## config.mk

```make
export PLATFORM = sky130hd
export DESIGN_NAME = pipelined_mac_unit
export DESIGN_NICKNAME = d
export VERILOG_FILES = /design/src/rtl/pipelined_mac_unit.sv
export SDC_FILE = /design/constraint.sdc
export NUM_CORES = 1
export LEC_CHECK = 0
export CAP_MARGIN = 20
export CORE_MARGIN = 1
export CORE_UTILIZATION = 56
export CTS_CLUSTER_SIZE = 20
export DETAILED_ROUTE_END_ITERATION = 16
export PLACE_DENSITY = 0.89
export SYNTH_ARGS = -nofsm -noshare
export SYNTH_HDL_FRONTEND = slang
export SYNTH_SLANG_ARGS = --single-unit
export TNS_END_PERCENT = 100
```

## constraint.sdc

```tcl
create_clock -name clk -period 6.5 [get_ports clk]
set_input_delay 1.3 -clock clk [delete_from_list [all_inputs] [get_ports clk]]
set_output_delay 1.3 -clock clk [all_outputs]
set_load 0.03 [all_outputs]
```

## src/rtl/pipelined_mac_unit.sv

```systemverilog
// Pipelined multiply / multiply-accumulate unit with a configurable latency.
// It accepts one operation per cycle and has a wrapping accumulator with a sticky overflow flag.
module pipelined_mac_unit #(
    parameter int unsigned WIDTH     = 16,
    parameter int unsigned LATENCY   = 2,
    parameter int unsigned ACC_WIDTH = 48
) (
    input  logic                 clk,
    input  logic                 rst_n,
    input  logic                 valid_in,
    input  logic [1:0]           op,
    input  logic                 signed_in,
    input  logic [WIDTH-1:0]     in0,
    input  logic [WIDTH-1:0]     in1,
    output logic                 valid_out,
    output logic [WIDTH-1:0]     out,
    output logic [ACC_WIDTH-1:0] acc_out,
    output logic                 acc_ovf
);

    localparam int unsigned PW = 2 * WIDTH;
    // Product chain depth: the M register plus LATENCY-2 delay stages.
    localparam int ND = int'(LATENCY) - 1;

    typedef enum logic [1:0] {
        OpMulLo  = 2'b00,
        OpMulHi  = 2'b01,
        OpMac    = 2'b10,
        OpMacClr = 2'b11
    } op_e;

    // Stage 1: operand registers
    logic             r_s1_valid;
    op_e              r_s1_op;
    logic             r_s1_signed;
    logic [WIDTH-1:0] r_s1_a;
    logic [WIDTH-1:0] r_s1_b;

    always_ff @(posedge clk) begin
        if (!rst_n) begin
            r_s1_valid <= 1'b0;
        end else begin
            r_s1_valid <= valid_in;
        end
    end

    always_ff @(posedge clk) begin
        r_s1_op     <= op_e'(op);
        r_s1_signed <= signed_in;
        r_s1_a      <= in0;
        r_s1_b      <= in1;
    end

    logic [PW-1:0] w_a_ext;
    logic [PW-1:0] w_b_ext;
    logic [PW-1:0] w_prod;

    always_comb begin
        w_a_ext = r_s1_signed ? PW'($signed(r_s1_a)) : PW'(r_s1_a);
        w_b_ext = r_s1_signed ? PW'($signed(r_s1_b)) : PW'(r_s1_b);
        w_prod  = w_a_ext * w_b_ext;
    end

    // Stage 2 (index 0) and the remaining delay stages
    logic [ND-1:0] r_p_valid;
    op_e           r_p_op     [ND];
    logic          r_p_signed [ND];
    logic [PW-1:0] r_p_prod   [ND];

    always_ff @(posedge clk) begin
        if (!rst_n) begin
            r_p_valid <= '0;
        end else begin
            r_p_valid[0] <= r_s1_valid;
            for (int k = 1; k < ND; k++) begin
                r_p_valid[k] <= r_p_valid[k-1];
            end
        end
    end

    always_ff @(posedge clk) begin
        r_p_op[0]     <= r_s1_op;
        r_p_signed[0] <= r_s1_signed;
        r_p_prod[0]   <= w_prod;
        for (int k = 1; k < ND; k++) begin
            r_p_op[k]     <= r_p_op[k-1];
            r_p_signed[k] <= r_p_signed[k-1];
            r_p_prod[k]   <= r_p_prod[k-1];
        end
    end

    // Final stage: combinational from the last register
    logic                 w_f_valid;
    op_e                  w_f_op;
    logic                 w_f_signed;
    logic [PW-1:0]        w_f_prod;
    logic [ACC_WIDTH-1:0] w_p_ext;
    logic [ACC_WIDTH:0]   w_sum_full;
    logic [ACC_WIDTH-1:0] w_sum;
    logic                 w_ovf_now;

    logic [ACC_WIDTH-1:0] r_acc;
    logic                 r_ovf;
    logic [ACC_WIDTH-1:0] w_acc_nxt;
    logic                 w_ovf_nxt;

    always_comb begin
        w_f_valid  = r_p_valid[ND-1];
        w_f_op     = r_p_op[ND-1];
        w_f_signed = r_p_signed[ND-1];
        w_f_prod   = r_p_prod[ND-1];
        w_p_ext    = w_f_signed ? ACC_WIDTH'($signed(w_f_prod)) : ACC_WIDTH'(w_f_prod);
        w_sum_full = {1'b0, r_acc} + {1'b0, w_p_ext};
        w_sum      = w_sum_full[ACC_WIDTH-1:0];
        // Signed: same-sign addends with a sign flip; unsigned: carry out.
        if (w_f_signed) begin
            w_ovf_now = (r_acc[ACC_WIDTH-1] == w_p_ext[ACC_WIDTH-1]) &&
                        (w_sum[ACC_WIDTH-1] != r_acc[ACC_WIDTH-1]);
        end else begin
            w_ovf_now = w_sum_full[ACC_WIDTH];
        end
    end

    always_comb begin
        out       = '0;
        w_acc_nxt = r_acc;
        w_ovf_nxt = r_ovf;
        if (w_f_valid) begin
            unique case (w_f_op)
                OpMulLo: out = w_f_prod[WIDTH-1:0];
                OpMulHi: out = w_f_prod[PW-1:WIDTH];
                OpMac: begin
                    out       = w_sum[WIDTH-1:0];
                    w_acc_nxt = w_sum;
                    w_ovf_nxt = r_ovf | w_ovf_now;
                end
                OpMacClr: begin
                    out       = w_p_ext[WIDTH-1:0];
                    w_acc_nxt = w_p_ext;
                    w_ovf_nxt = 1'b0;
                end
                default: ;
            endcase
        end
    end

    always_ff @(posedge clk) begin
        if (!rst_n) begin
            r_acc <= '0;
            r_ovf <= 1'b0;
        end else begin
            r_acc <= w_acc_nxt;
            r_ovf <= w_ovf_nxt;
        end
    end

    assign valid_out = w_f_valid;
    assign acc_out   = r_acc;
    assign acc_ovf   = r_ovf;

endmodule

```

# Word level (Yosys, flattened, before mapping)

Memory sizes are Yosys's and may differ from the RTL's.
Index checks and enable logic that the tools add are counted.

Register bits: 86
Bits in writable memories: 35
Bits of input ports: 38
Logic and storage cells: 31
Memories kept: 3

Memory list:

| name       | words | bits a word | read ports | clocked after Yosys merged registers in | write ports | line | RTL |
|---|---|---|---|---|---|---|---|
| r_p_prod   | 1     | 32          | 1          | 0                                       | 1           | 68   | `logic [PW-1:0] r_p_prod [ND];` |
| r_p_op     | 1     | 2           | 1          | 0                                       | 1           | 66   | `op_e r_p_op [ND];` |
| r_p_signed | 1     | 1           | 1          | 0                                       | 1           | 67   | `logic r_p_signed [ND];` |

Add/sub/neg operators: 1
Multiply operators: 1
Eq/ne operators: 5
Multiplexer cells: 8
Bitwise gates (word level): 1
Reductions and logical operators: 4

Operators with widths:

| kind               | number |
|---|---|
| $pmux 48 s2        | 1 |
| $mux 32            | 2 |
| $pmux 16 s4        | 1 |
| $add 48x48->49     | 1 |
| $mux 48            | 1 |
| $mul 32x32->32     | 1 |
| $mux 16            | 1 |
| $eq 2x2->1 const B | 2 |
| $eq 2x1->1 const B | 1 |
| $logic_not 2->1    | 1 |
| $pmux 1 s2         | 1 |
| $reduce_and 2->1   | 1 |
| $reduce_bool 2->1  | 1 |
| $eq 1x1->1         | 1 |
| $logic_and 1x1->1  | 1 |
| $mux 1             | 1 |
| $ne 1x1->1         | 1 |
| $or 1x1->1         | 1 |

# Longest topological paths before layout

Word-level depth: 7
Depth in mapped cells: 29
Gate-level depth less buffers: 27

# Least setup slack after synthesis

Ideal clock, no wire load.

Kind: register to register
Start: register r_s1_signed
End: memory r_p_prod[0][31] in the netlist's numbering
Data arrival time: 7.046 ns
Required time: 6.379 ns
Setup slack: -0.667 ns
Cell stages (with the launch flop): 26
Clock period less this slack: 7.167 ns
Path through: dfxtp_1 clkbuf_1 and2_1 clkbuf_1 nand2_1 inv_1 fa_1 fa_1 fa_1 inv_1 fa_1 inv_1 fa_1 inv_1 fa_1 inv_1 fa_1 fa_1 ha_1 a211o_1 o41ai_1 a211o_1 nand3b_1 a211oi_2 a21oi_1 xnor2_1

Cells in the longest elaborated chain, start to end: 2
Elaborated cells on any way between the ends: 3
Classes of those cells: mul: 1; mux: 2

RTL lines:

| what                              | line   | RTL |
|---|---|---|
| start, declared                   | 35     | `logic r_s1_signed;` |
| start signal, assigned            | 49     | `r_s1_signed <= signed_in;` |
| $mux 32, on equally long branches | 59, 60 |  |
| $mul 32x32->32 (*)                | 61     | `w_prod = w_a_ext * w_b_ext;` |
| named net w_prod[31]              | 56     | `logic [PW-1:0] w_prod;` |
| end, declared                     | 68     |  |

The timed path passes the listed nets; every way through them passes the cells marked *.

# Worst setup path after layout

Start: register r_s1_a[8]
End: memory r_p_prod[0][24] in the netlist's numbering

Cells in the longest elaborated chain, start to end: 2

RTL lines:

| what                   | line | RTL |
|---|---|---|
| start, declared        | 36   | `logic [WIDTH-1:0] r_s1_a;` |
| start signal, assigned | 50   | `r_s1_a <= in0;` |
| $mux 32                | 59   | `w_a_ext = r_s1_signed ? PW'($signed(r_s1_a)) : PW'(r_s1_a);` |
| $mul 32x32->32         | 61   |  |
| named net w_prod[24]   | 56   |  |

The timed path passes the listed nets, and every way through them passes these cells.

==> reports/results.ini <==
[status]
status = finished, violations left
violations = negative setup slack

[sta]
layout_setup_ws_ps = -590
finalClockSkew_ps = 28.7
hold_violations = 0
finalWorstPathRequiredPeriod_ps = 7090
worst_pin_slew_ps = 890
setup_total_negative_slack_ps = -4870
drv_slew = 0
timing.final.crit_share = 1.09
timing.final.setup_violations = 13
maxSlewHeadroom = 0.407
rsz0062_at_grt = yes
fmaxAchievable_mhz = 141
hold-worst-slack_ps = 329

[logic_synthesis]
synth_fp_nets = 2625
synthFlopType = dfxtp_1
synth_enable_flop_cells = 0
synth_area_per_cell_um2 = 9.21
post_synth_instance_area_um2 = 19100
synth_async_sr_flop_share = 0
ys_seq_elements = 121
yosysUniqueCellTypes = 68
syn-instance-count = 2072
synth_seq_area_share = 0.127
yosys_warnings = 0

[run]
max-cap-violations = 0

[global_route]
overflow = 0
pin_count_of_the_biggest_net_entering_global_routing = 54
grt_first_pass_wirelength_um = 86400
globalRouteTotalUtil = 0.314
via_count_of_the_first_global_routing_pass = 16818
number_of_antenna_violations_at_the_first_check_in_global_routing = 0

[floorplan]
dieArea_um2 = 34800
core.rowCount = 67
fp.dieH_um = 187
die_w_um = 187
pin_count = 104
starting_density = 0.569
core_area_um2 = 33500

[drt]
drt_drc_violations_left = 0
vias_per_cell = 5.99
postRouteAntennaNets = 0
drt_first_pass_iters = 9
via_count = 16193
drt_iter0_drc = 1552
post_drt_wl_per_cell_um = 20.9
detail_route.wirelength_um = 56600

[final_layout]
diodes = 0
layout.area.seq_um2 = 2470
share_of_cells_above_drive_strength_1 = 0.131
n_fill_cell = 2382
area_growth_from_synthesis_to_layout_pct = 17.9
nNetsFinal = 2796
multi_input_area_um2 = 15500

[clock_network]
root_buffer = clkbuf_16
cts-buffers-inserted = 17
path_clk_slew_ps = 60
clock_sink_count = 121
worstSkewPairLatency_ps = 470
clock_tree_from_tritoncts = built
clk_path_buf_depth = 2
hold_buffers = 0
htree_num_levels = 4

[critical_path]
crit_required_ps = 6870
reg2reg_from = r_s1_a[8]
ff2ff_path_depth = 24
crit_path_kind = flop to flop
cp_endpoint_kind = flop
path_max_fanout = 7
crit_path_start = r_s1_a[8]
start_kind = flop
worst-endpoint-arrival_ps = 7460

[min_path]
min_path_cells = 0
timing.hold.worst.start = r_s1_op[0]
holdCritPathClass = flop to flop

[placement]
place_worst_setup_slack_ps = -338
port-buffer-count = 103
dpl.hpwl_um = 40800
gpl.final_weighted_congestion = 0.950

[cell usage in the layout (no fill, tap or decap), types with 18 or more instances in the layout]
cell / n
o21ai_0: 55
buf_4: 128
and3_1: 28
dfxtp_1: 97
inv_1: 326
nand3_1: 18
nand2_1: 162
xnor2_1: 80
fa_1: 322
ha_1: 160
a21oi_1: 91
a21o_1: 56
nor2_1: 79
xor2_1: 24
clkdlybuf4s50_1: 103
and2_1: 190
[sequential cells by signal, indices dropped and copies added (netlist names)]
signal and count:
r_p_op 2, r_s1_valid 1, r_s1_b 16, acc_out 48, r_s1_signed 1, r_s1_op 2, r_p_signed 1, r_s1_a 16
r_p_prod 32, valid_out 1, acc_ovf 1
[metal layers]
| layer | wire, µm | vias up | track usage | part of all wire |
|---|---|---|---|---|
| met5 | 0 | - | 0 | 0 |
| met4 | 3660 | 0 | 0.148 | 0.065 |
| met3 | 5240 | 315 | 0.0534 | 0.093 |
| met2 | 26800 | 1010 | 0.534 | 0.47 |
| met1 | 20900 | 7911 | 0.390 | 0.37 |
| li1 | - | 6957 | - | - |
[final cells by class]
cell class / count / area share
clock buffers: 18 / 0.0195
clock inverters: 14 / 0.00506
well taps: 448 / 0.0249
multi-input cells: 1523 / 0.691
inverters: 340 / 0.0570
repair buffers: 240 / 0.0932
flip-flops and latches: 121 / 0.110
[path summary, 6_finish.rpt]
kind,to,slack (ps)
min,r_p_op[0][0],330
max,r_p_prod[0][24],-590
max reg2reg,r_p_prod[0][24],-590
min reg2reg,r_p_op[0][0],330
[synthesized netlist by cell type, drive strengths merged (16+ instances only)]
| cell type | instances | area, µm² |
|---|---|---|
| inv | 339 | 1270 |
| fa | 335 | 6710 |
| and2 | 197 | 1240 |
| ha | 180 | 2250 |
| nand2 | 168 | 631 |
| dfxtp | 121 | 2420 |
| a21oi | 103 | 523 |
| clkbuf | 82 | 308 |
| xnor2 | 81 | 709 |
| nor2 | 80 | 300 |
| o21ai | 72 | 364 |
| a21o | 56 | 420 |
| and3 | 31 | 199 |
| xor2 | 25 | 219 |
| nand3 | 19 | 95.1 |
| a211oi | 16 | 125 |
[worst max-delay path: stages (launching register included)]
cell and delay (ps):
dfxtp_4 370, buf_4 160, and2_1 180, fa_1 570, inv_1 80, fa_1 460, fa_1 500, fa_1 460
inv_1 270, ha_4 270, ha_4 280, fa_1 470, fa_1 640, ha_4 230, a21o_1 170, a21o_1 230
a2111oi_4 360, nor2_2 130, a21oi_2 210, o21a_1 210, buf_6 130, nor2_1 70, a21o_1 210, a21oi_2 170
xnor2_1 150
[stage by stage]
stage,std cells,util,cell area (µm²)
final,2704,0.671,22500
after floorplan,2072,-,19100
after global routing,2704,0.671,22500
after detailed placement,2661,0.636,21300
after CTS,2698,0.661,22200
after global placement,2661,0.636,21300
[cells by family after synthesis]
kind of cell,share of synthesized area
multiplexers,0.00433
AO/OA/AOI/OAI,0.122
buffers and inverters,0.0847
AND/OR/NAND/NOR,0.144
flip-flops,0.127
XOR/XNOR,0.0486
adder cells (fa/ha/maj),0.469
[repair_timing]
item,CTS,global route
pin swaps,61,40
setup endpoints to repair,9,14
setup buffers,5,6
resized for setup,75,57
Power is not shown: default switching activity piles up to over one toggle a cycle in this logic, so the estimate is an artifact.
